===== config.mk =====
export PLATFORM = sky130hd
export DESIGN_NAME = mpu_instr_issuer
export DESIGN_NICKNAME = d
export VERILOG_FILES = /design/src/rtl/mpu_instr_issuer.sv
export SDC_FILE = /design/constraint.sdc
export NUM_CORES = 1
export LEC_CHECK = 0
export CORE_AREA = 2 2 55 57
export CTS_CLUSTER_SIZE = 40
export DETAILED_ROUTE_END_ITERATION = 12
export DIE_AREA = 0 0 57 59
export PLACE_DENSITY = 0.8
export SLEW_MARGIN = 20
export SYNTH_ARGS = -nofsm -noshare
export SYNTH_HDL_FRONTEND = slang
export SYNTH_SLANG_ARGS = --single-unit

===== constraint.sdc =====
create_clock -name clk -period 5 [get_ports clk]
set_input_delay 1 -clock clk [delete_from_list [all_inputs] [get_ports clk]]
set_output_delay 1 -clock clk [all_outputs]
set_load 0.01 [all_outputs]

===== src/rtl/mpu_instr_issuer.sv =====
// Host-side MPU instruction issuer: packs decoded fields into 13-bit words,
// writes them to the instruction buffer, then drains the buffer to empty.
module mpu_instr_issuer #(
  parameter int IW        = 13,
  parameter int MAX_WORDS = 32,
  parameter int CW        = 6
) (
  input  logic          clk,
  input  logic          rst_n,
  input  logic          start,
  input  logic          host_valid,
  output logic          host_ready,
  input  logic [2:0]    host_op,
  input  logic [4:0]    host_raddr,
  input  logic [4:0]    host_waddr,
  input  logic          host_last,
  output logic [IW-1:0] in,
  output logic          IB_wen,
  output logic          IB_ren,
  input  logic          buf_full,
  input  logic          buf_empty,
  output logic          busy,
  output logic          done,
  output logic [CW-1:0] word_count,
  output logic          err_overflow
);

  typedef enum logic [1:0] {
    ST_IDLE  = 2'd0,
    ST_LOAD  = 2'd1,
    ST_DRAIN = 2'd2,
    ST_DONE  = 2'd3
  } state_t;

  state_t        r_state;
  logic [IW-1:0] r_in;
  logic          r_wen;
  logic          r_ren;
  logic          r_last;
  logic          r_busy;
  logic          r_done;
  logic [CW-1:0] r_word_count;
  logic          r_err;

  logic          w_accept;
  logic [IW-1:0] w_packed;
  logic [CW-1:0] w_count_inc;
  logic          w_hit_max;

  // The !IB_wen term gives the buffer one cycle to raise buf_full after each write.
  assign host_ready  = (r_state == ST_LOAD) && !buf_full && !r_wen;
  assign w_accept    = host_valid && host_ready;
  assign w_packed    = IW'({host_op, host_raddr, host_waddr});
  assign w_count_inc = r_word_count + {{(CW-1){1'b0}}, 1'b1};
  assign w_hit_max   = (w_count_inc == CW'(MAX_WORDS));

  // Issuer state machine with all outputs registered.
  always_ff @(posedge clk) begin
    if (!rst_n) begin
      r_state      <= ST_IDLE;
      r_in         <= {IW{1'b0}};
      r_wen        <= 1'b0;
      r_ren        <= 1'b0;
      r_last       <= 1'b0;
      r_busy       <= 1'b0;
      r_done       <= 1'b0;
      r_word_count <= {CW{1'b0}};
      r_err        <= 1'b0;
    end else begin
      r_done <= 1'b0;
      case (r_state)
        ST_IDLE: begin
          if (start) begin
            r_state      <= ST_LOAD;
            r_busy       <= 1'b1;
            r_word_count <= {CW{1'b0}};
            r_err        <= 1'b0;
          end else begin
            r_busy <= 1'b0;
          end
        end
        ST_LOAD: begin
          if (r_wen) begin
            r_wen        <= 1'b0;
            r_word_count <= w_count_inc;
            if (r_last || w_hit_max) begin
              r_state <= ST_DRAIN;
              if (!r_last) begin
                r_err <= 1'b1;
              end
            end
          end else if (w_accept) begin
            r_in   <= w_packed;
            r_last <= host_last;
            r_wen  <= 1'b1;
          end
        end
        // First DRAIN cycle leaves IB_ren low as the settle cycle.
        ST_DRAIN: begin
          if (buf_empty) begin
            r_ren   <= 1'b0;
            r_state <= ST_DONE;
          end else begin
            r_ren <= 1'b1;
          end
        end
        ST_DONE: begin
          r_state <= ST_IDLE;
          r_done  <= 1'b1;
          r_busy  <= 1'b0;
        end
        default: begin
          r_state <= ST_IDLE;
          r_wen   <= 1'b0;
          r_ren   <= 1'b0;
          r_busy  <= 1'b0;
        end
      endcase
    end
  end

  assign in           = r_in;
  assign IB_wen       = r_wen;
  assign IB_ren       = r_ren;
  assign busy         = r_busy;
  assign done         = r_done;
  assign word_count   = r_word_count;
  assign err_overflow = r_err;

endmodule


* Word-level counts from Yosys, hierarchy flattened
Index checks and enable logic that the tools add are counted.
** Operators by class
- Muxes and demuxes :: 19
- Reductions and logical operators :: 13
- Add/subtract/negate cells :: 1
- Equal/unequal tests :: 9
- Bitwise gates (word level) :: 1
** Operators with widths (count)
- 6-bit 2-to-1 mux :: 2
- 6-bit one-hot mux with 2 select lines :: 1
- 1-bit 2-to-1 mux :: 9
- 2-bit 2-to-1 mux :: 4
- 2-bit != test (second input constant) :: 4
- 2-bit one-hot mux with 4 select lines :: 1
- 6-bit by 1-bit adder with 6-bit output (second input constant) :: 1
- 6-bit == test (second input constant) :: 1
- 3-bit AND reduction :: 2
- 5-bit AND reduction :: 1
- 2-bit == test (second input constant) :: 2
- 1-bit one-hot mux with 2 select lines :: 2
- 4-bit AND reduction :: 1
- 2-bit nonzero test :: 2
- 1-bit logical AND :: 3
- 2-bit by 1-bit == test with 1-bit output (second input constant) :: 1
- 1-bit zero test :: 2
- 2-bit zero test :: 1
- 2-bit by 1-bit != test with 1-bit output (second input constant) :: 1
- 1-bit logical OR :: 1
- 1-bit NOT :: 1
** Storage, ports and cells
- Bits of input ports :: 20
- Logic and storage cells :: 52
- Register bits after elaboration :: 27
- Output and inout port bits :: 25

* Longest topological paths before layout
- Depth in word-level cells :: 6
- Gate-level depth with buffers :: 8
- Mapped depth without buffers :: 6

* Worst setup path before layout
Ideal clock, no wire load.
- Path kind :: in2out
- From :: input port buf_full
- To :: output port host_ready
- Slack :: 2608 ps
- Required time :: 4000 ps
- Arrival :: 1392 ps
- Stages :: 1
- Cell sequence :: nor3b_1
** On the way
- Longest elaborated chain between the ends :: 3
** RTL lines
- start: declaration :: RTL line 20 : input logic buf_full,
- 1-bit zero test :: RTL line 51 : assign host_ready = (r_state == ST_LOAD) && !buf_full && !r_wen;
- 1-bit logical AND (2 in series) :: RTL line 51
- end: declaration :: RTL line 12 : output logic host_ready,
No other way between the ends.

* Worst setup path after layout
Ends and elaborated chain as after synthesis.

==> metrics.log <==
[metrics] Max-Slew Margin vs Limit: 0.529
[metrics] layout overhead on the synthesized area: 38.5%
[metrics] final number of setup-violating endpoints: 0
[metrics] antenna violations before repair: 0
[metrics] register area share after synthesis: 0.442
[metrics] status: complete, no violations
[metrics] via count: 1,190
[metrics] final critical-path share of the clock period: 0.672
[metrics] number of enable flip-flop cells after synthesis: 0
[metrics] maximum VDD drop: 246 uV
[metrics] RSZ-0062 raised after global routing: false
[metrics] clk_lat worst skew: 310 ps
[metrics] number of sinks on the clock net: 27
[metrics] via-per-instance ratio: 5.41
[metrics] total count of hold-check failures in the final report: 0
[metrics] critical path capture point type: output port
[metrics] share of flip-flops with an asynchronous set or reset: 0
[metrics] routability congestion estimate: 0.828
[metrics] post-synthesis cell type count: 34
[metrics] Req. time, crit path: 4000 ps
[metrics] TritonCTS clock tree: done
[metrics] Starting DRT DRC Count: 24
[metrics] number of top-level pins: 45
[metrics] worst hold margin: 462 ps
[metrics] total track usage: 0.169
[metrics] Max Freq: 0.298 GHz
[metrics] crit path kind: input pin to output port
[metrics] dominant synthesized flop cell: sky130_fd_sc_hd__dfxtp_1
[metrics] number of buffers and inverters on the critical path: 2
[metrics] Setup Total Neg Slack: 0 ps
[metrics] clk_skew: 11.6 ps
[metrics] Rows: 19
[metrics] vias in the first global route: 1,126
[metrics] maximum cell stage delay along the critical path: 620 ps
[metrics] x dimension of the die: 57 um
[metrics] most numerous cell on the critical path: sky130_fd_sc_hd__clkdlybuf4s50_1
[metrics] total wire length after detailed routing: 2.84 mm
[metrics] Min-Delay Path Class: flip-flop to flip-flop
[metrics] Netlist Area Pre-Place: 0.00122 mm2
[metrics] routed len/inst: 12.9 um
[metrics] Resize count post-CTS: 0
[metrics] antenna cell count: 0
[metrics] clock buffer depth: 2
[metrics] flop2flop setup slack: 3050 ps
[metrics] P per Cell Area: 332 mW/mm2
[metrics] Period minus WS final: 3360 ps
[metrics] CTS Buf Count: 3
[metrics] kind of cell with the highest combined delay on the critical path: buffers and inverters
[metrics] CTS H-Tree Depth: 1
[metrics] Max-Cap Viols: 0
[metrics] crit path DAT: 2360 ps
[metrics] Tightest Pin Transition: 706 ps
[metrics] DIE HEIGHT: 59 um
[metrics] area of the core region: 0.00271 mm2
[metrics] largest fanout on the critical path: 3
[metrics] cell with the largest stage delay on the worst path: sky130_fd_sc_hd__clkdlybuf4s50_1
[metrics] element type at the critical path start: input pin
[metrics] first-pass iteration count of the detailed router: 6
[metrics] FF+latch count, synth: 27
[metrics] initial core utilization: 0.452
[metrics] mean cell area of the mapped netlist: 8.32 um2
[metrics] Post-CTS Setup Repair Bufs: 0
[metrics] antenna viol nets, final: 0
[metrics] clock-pin slew on the worst setup and hold paths: 140 ps
[metrics] cells along the critical path: clkdlybuf4s50_1, nor3b_1, clkdlybuf4s50_1
[metrics] number of warnings reported in the yosys synthesis log: 0
[metrics] Static Leakage: 0.589 nW
[metrics] count of buffers from port buffering: 44
[metrics] final net count: 216
[metrics] count of mapped cells out of synthesis: 147
[metrics] maximum number of pins on one net before global-route repair: 23
[metrics] DRC Markers: 0
[metrics] Max Transition Viols Final: 0
[metrics] Post-Syn Nets: 173
[metrics] Detail Placement HPWL: 2.15 mm
[metrics] post-cts hold buffer count: 0
[metrics] share of layout cells above drive strength 1: 0.0423
[metrics] remaining global-route overflow: 0
[metrics] wire length of the first global-routing pass: 4.53 mm
[metrics] cell at the root of the clock tree: sky130_fd_sc_hd__clkbuf_4
[metrics] die area: 0.00336 mm2
[flip-flops by register name, indices dropped and copies added (netlist names)]
name,flops
IB_ren,1
IB_wen,1
busy,1
done,1
err_overflow,1
in,13
r_last,1
r_state,2
word_count,6
[cell type report]
class / count / area [um2]
clock buffer: 4 / 26.3
fill: 247 / 1010
inverter: 5 / 18.8
multi-input combinational: 109 / 631
sequential: 27 / 541
tap: 31 / 38.8
timing repair buffer: 44 / 440
[stage by stage]
| step | cell area [um2] | power, mW | instances | util | setup slack [ps] |
|---|---|---|---|---|---|
| 2_1_floorplan | 1220 | 0.407 | 147 | - | 2610 |
| 3_3_place_gp | 1670 | 0.468 | 216 | 0.616 | 1640 |
| 3_5_place_dp | 1670 | 0.476 | 216 | 0.616 | 1650 |
| 4_1_cts | 1700 | 0.565 | 220 | 0.626 | 1650 |
| 5_1_grt | 1700 | 0.605 | 220 | 0.626 | 1620 |
| 6_report | 1700 | 0.563 | 220 | 0.626 | 1640 |
[per-layer routing]
metal | track usage | share of wire | vias to the layer above
li1 | - | - | 599
met2 | 0.287 | 0.46 | 51
met5 | 0 | 0 | -
met1 | 0.196 | 0.44 | 536
met3 | 0.0677 | 0.096 | 4
met4 | 0.0565 | 0.0067 | 0
[where the power goes]
part | total (mW) | leakage [nW] | switching, mW | internal, mW
sequential | 0.255 | 0.219 | 0.0165 | 0.238
combinational | 0.218 | 0.356 | 0.117 | 0.101
clock | 0.0907 | 0.0150 | 0.0595 | 0.0311
[worst min-delay path, stage by stage (launching register included)]
cell,delay [ps]
sky130_fd_sc_hd__dfxtp_1,330
sky130_fd_sc_hd__nand2_1,50
sky130_fd_sc_hd__a21oi_1,50
[synth_stat cells, types with 2 or more instances]
master | instances | area share
sky130_fd_sc_hd__nand2_1 | 33 | 0.10
sky130_fd_sc_hd__o21ai_0 | 3 | 0.012
sky130_fd_sc_hd__nor3b_1 | 2 | 0.012
sky130_fd_sc_hd__inv_1 | 5 | 0.015
sky130_fd_sc_hd__o2111ai_1 | 2 | 0.014
sky130_fd_sc_hd__nor2_1 | 11 | 0.034
sky130_fd_sc_hd__nor3_1 | 4 | 0.016
sky130_fd_sc_hd__or4_1 | 2 | 0.012
sky130_fd_sc_hd__clkbuf_1 | 4 | 0.012
sky130_fd_sc_hd__nand2b_1 | 2 | 0.010
sky130_fd_sc_hd__ha_1 | 6 | 0.061
sky130_fd_sc_hd__o31ai_1 | 2 | 0.012
sky130_fd_sc_hd__a211oi_1 | 3 | 0.018
sky130_fd_sc_hd__nor2b_1 | 2 | 0.010
sky130_fd_sc_hd__and2_1 | 2 | 0.010
sky130_fd_sc_hd__o311a_1 | 2 | 0.016
sky130_fd_sc_hd__dfxtp_1 | 27 | 0.44
sky130_fd_sc_hd__a21oi_1 | 19 | 0.078
[logic make-up (layout without fill, tap and decap cells)]
family                     count (synthesis)  after routing  synth area share
AOI/OAI and AO/OA                         35             35             0.180
adders and majority gates                  6              6            0.0613
buffers and inverters                     11             53            0.0429
DFF                                       27             27             0.442
and+or+nand+nor                           68             68             0.274
[worst paths after layout]
kind,depth (start not counted),endpoint,startpoint
min,2,in[11],in[11]
max reg2reg,6,r_state[0],r_state[1]
min reg2reg,2,in[11],in[11]
max,3,host_ready,buf_full
[cell usage in the layout, fill, tap and decap left out, types with 3 or more instances in the layout]
cell type	instances
sky130_fd_sc_hd__inv_1	5
sky130_fd_sc_hd__a211oi_1	3
sky130_fd_sc_hd__dfxtp_1	27
sky130_fd_sc_hd__clkbuf_4	3
sky130_fd_sc_hd__nand2_1	33
sky130_fd_sc_hd__ha_1	6
sky130_fd_sc_hd__o21ai_0	3
sky130_fd_sc_hd__nor2_1	11
sky130_fd_sc_hd__a21oi_1	19
sky130_fd_sc_hd__clkdlybuf4s50_1	44
sky130_fd_sc_hd__nor3_1	4
Power figures use the tool's default switching activity.
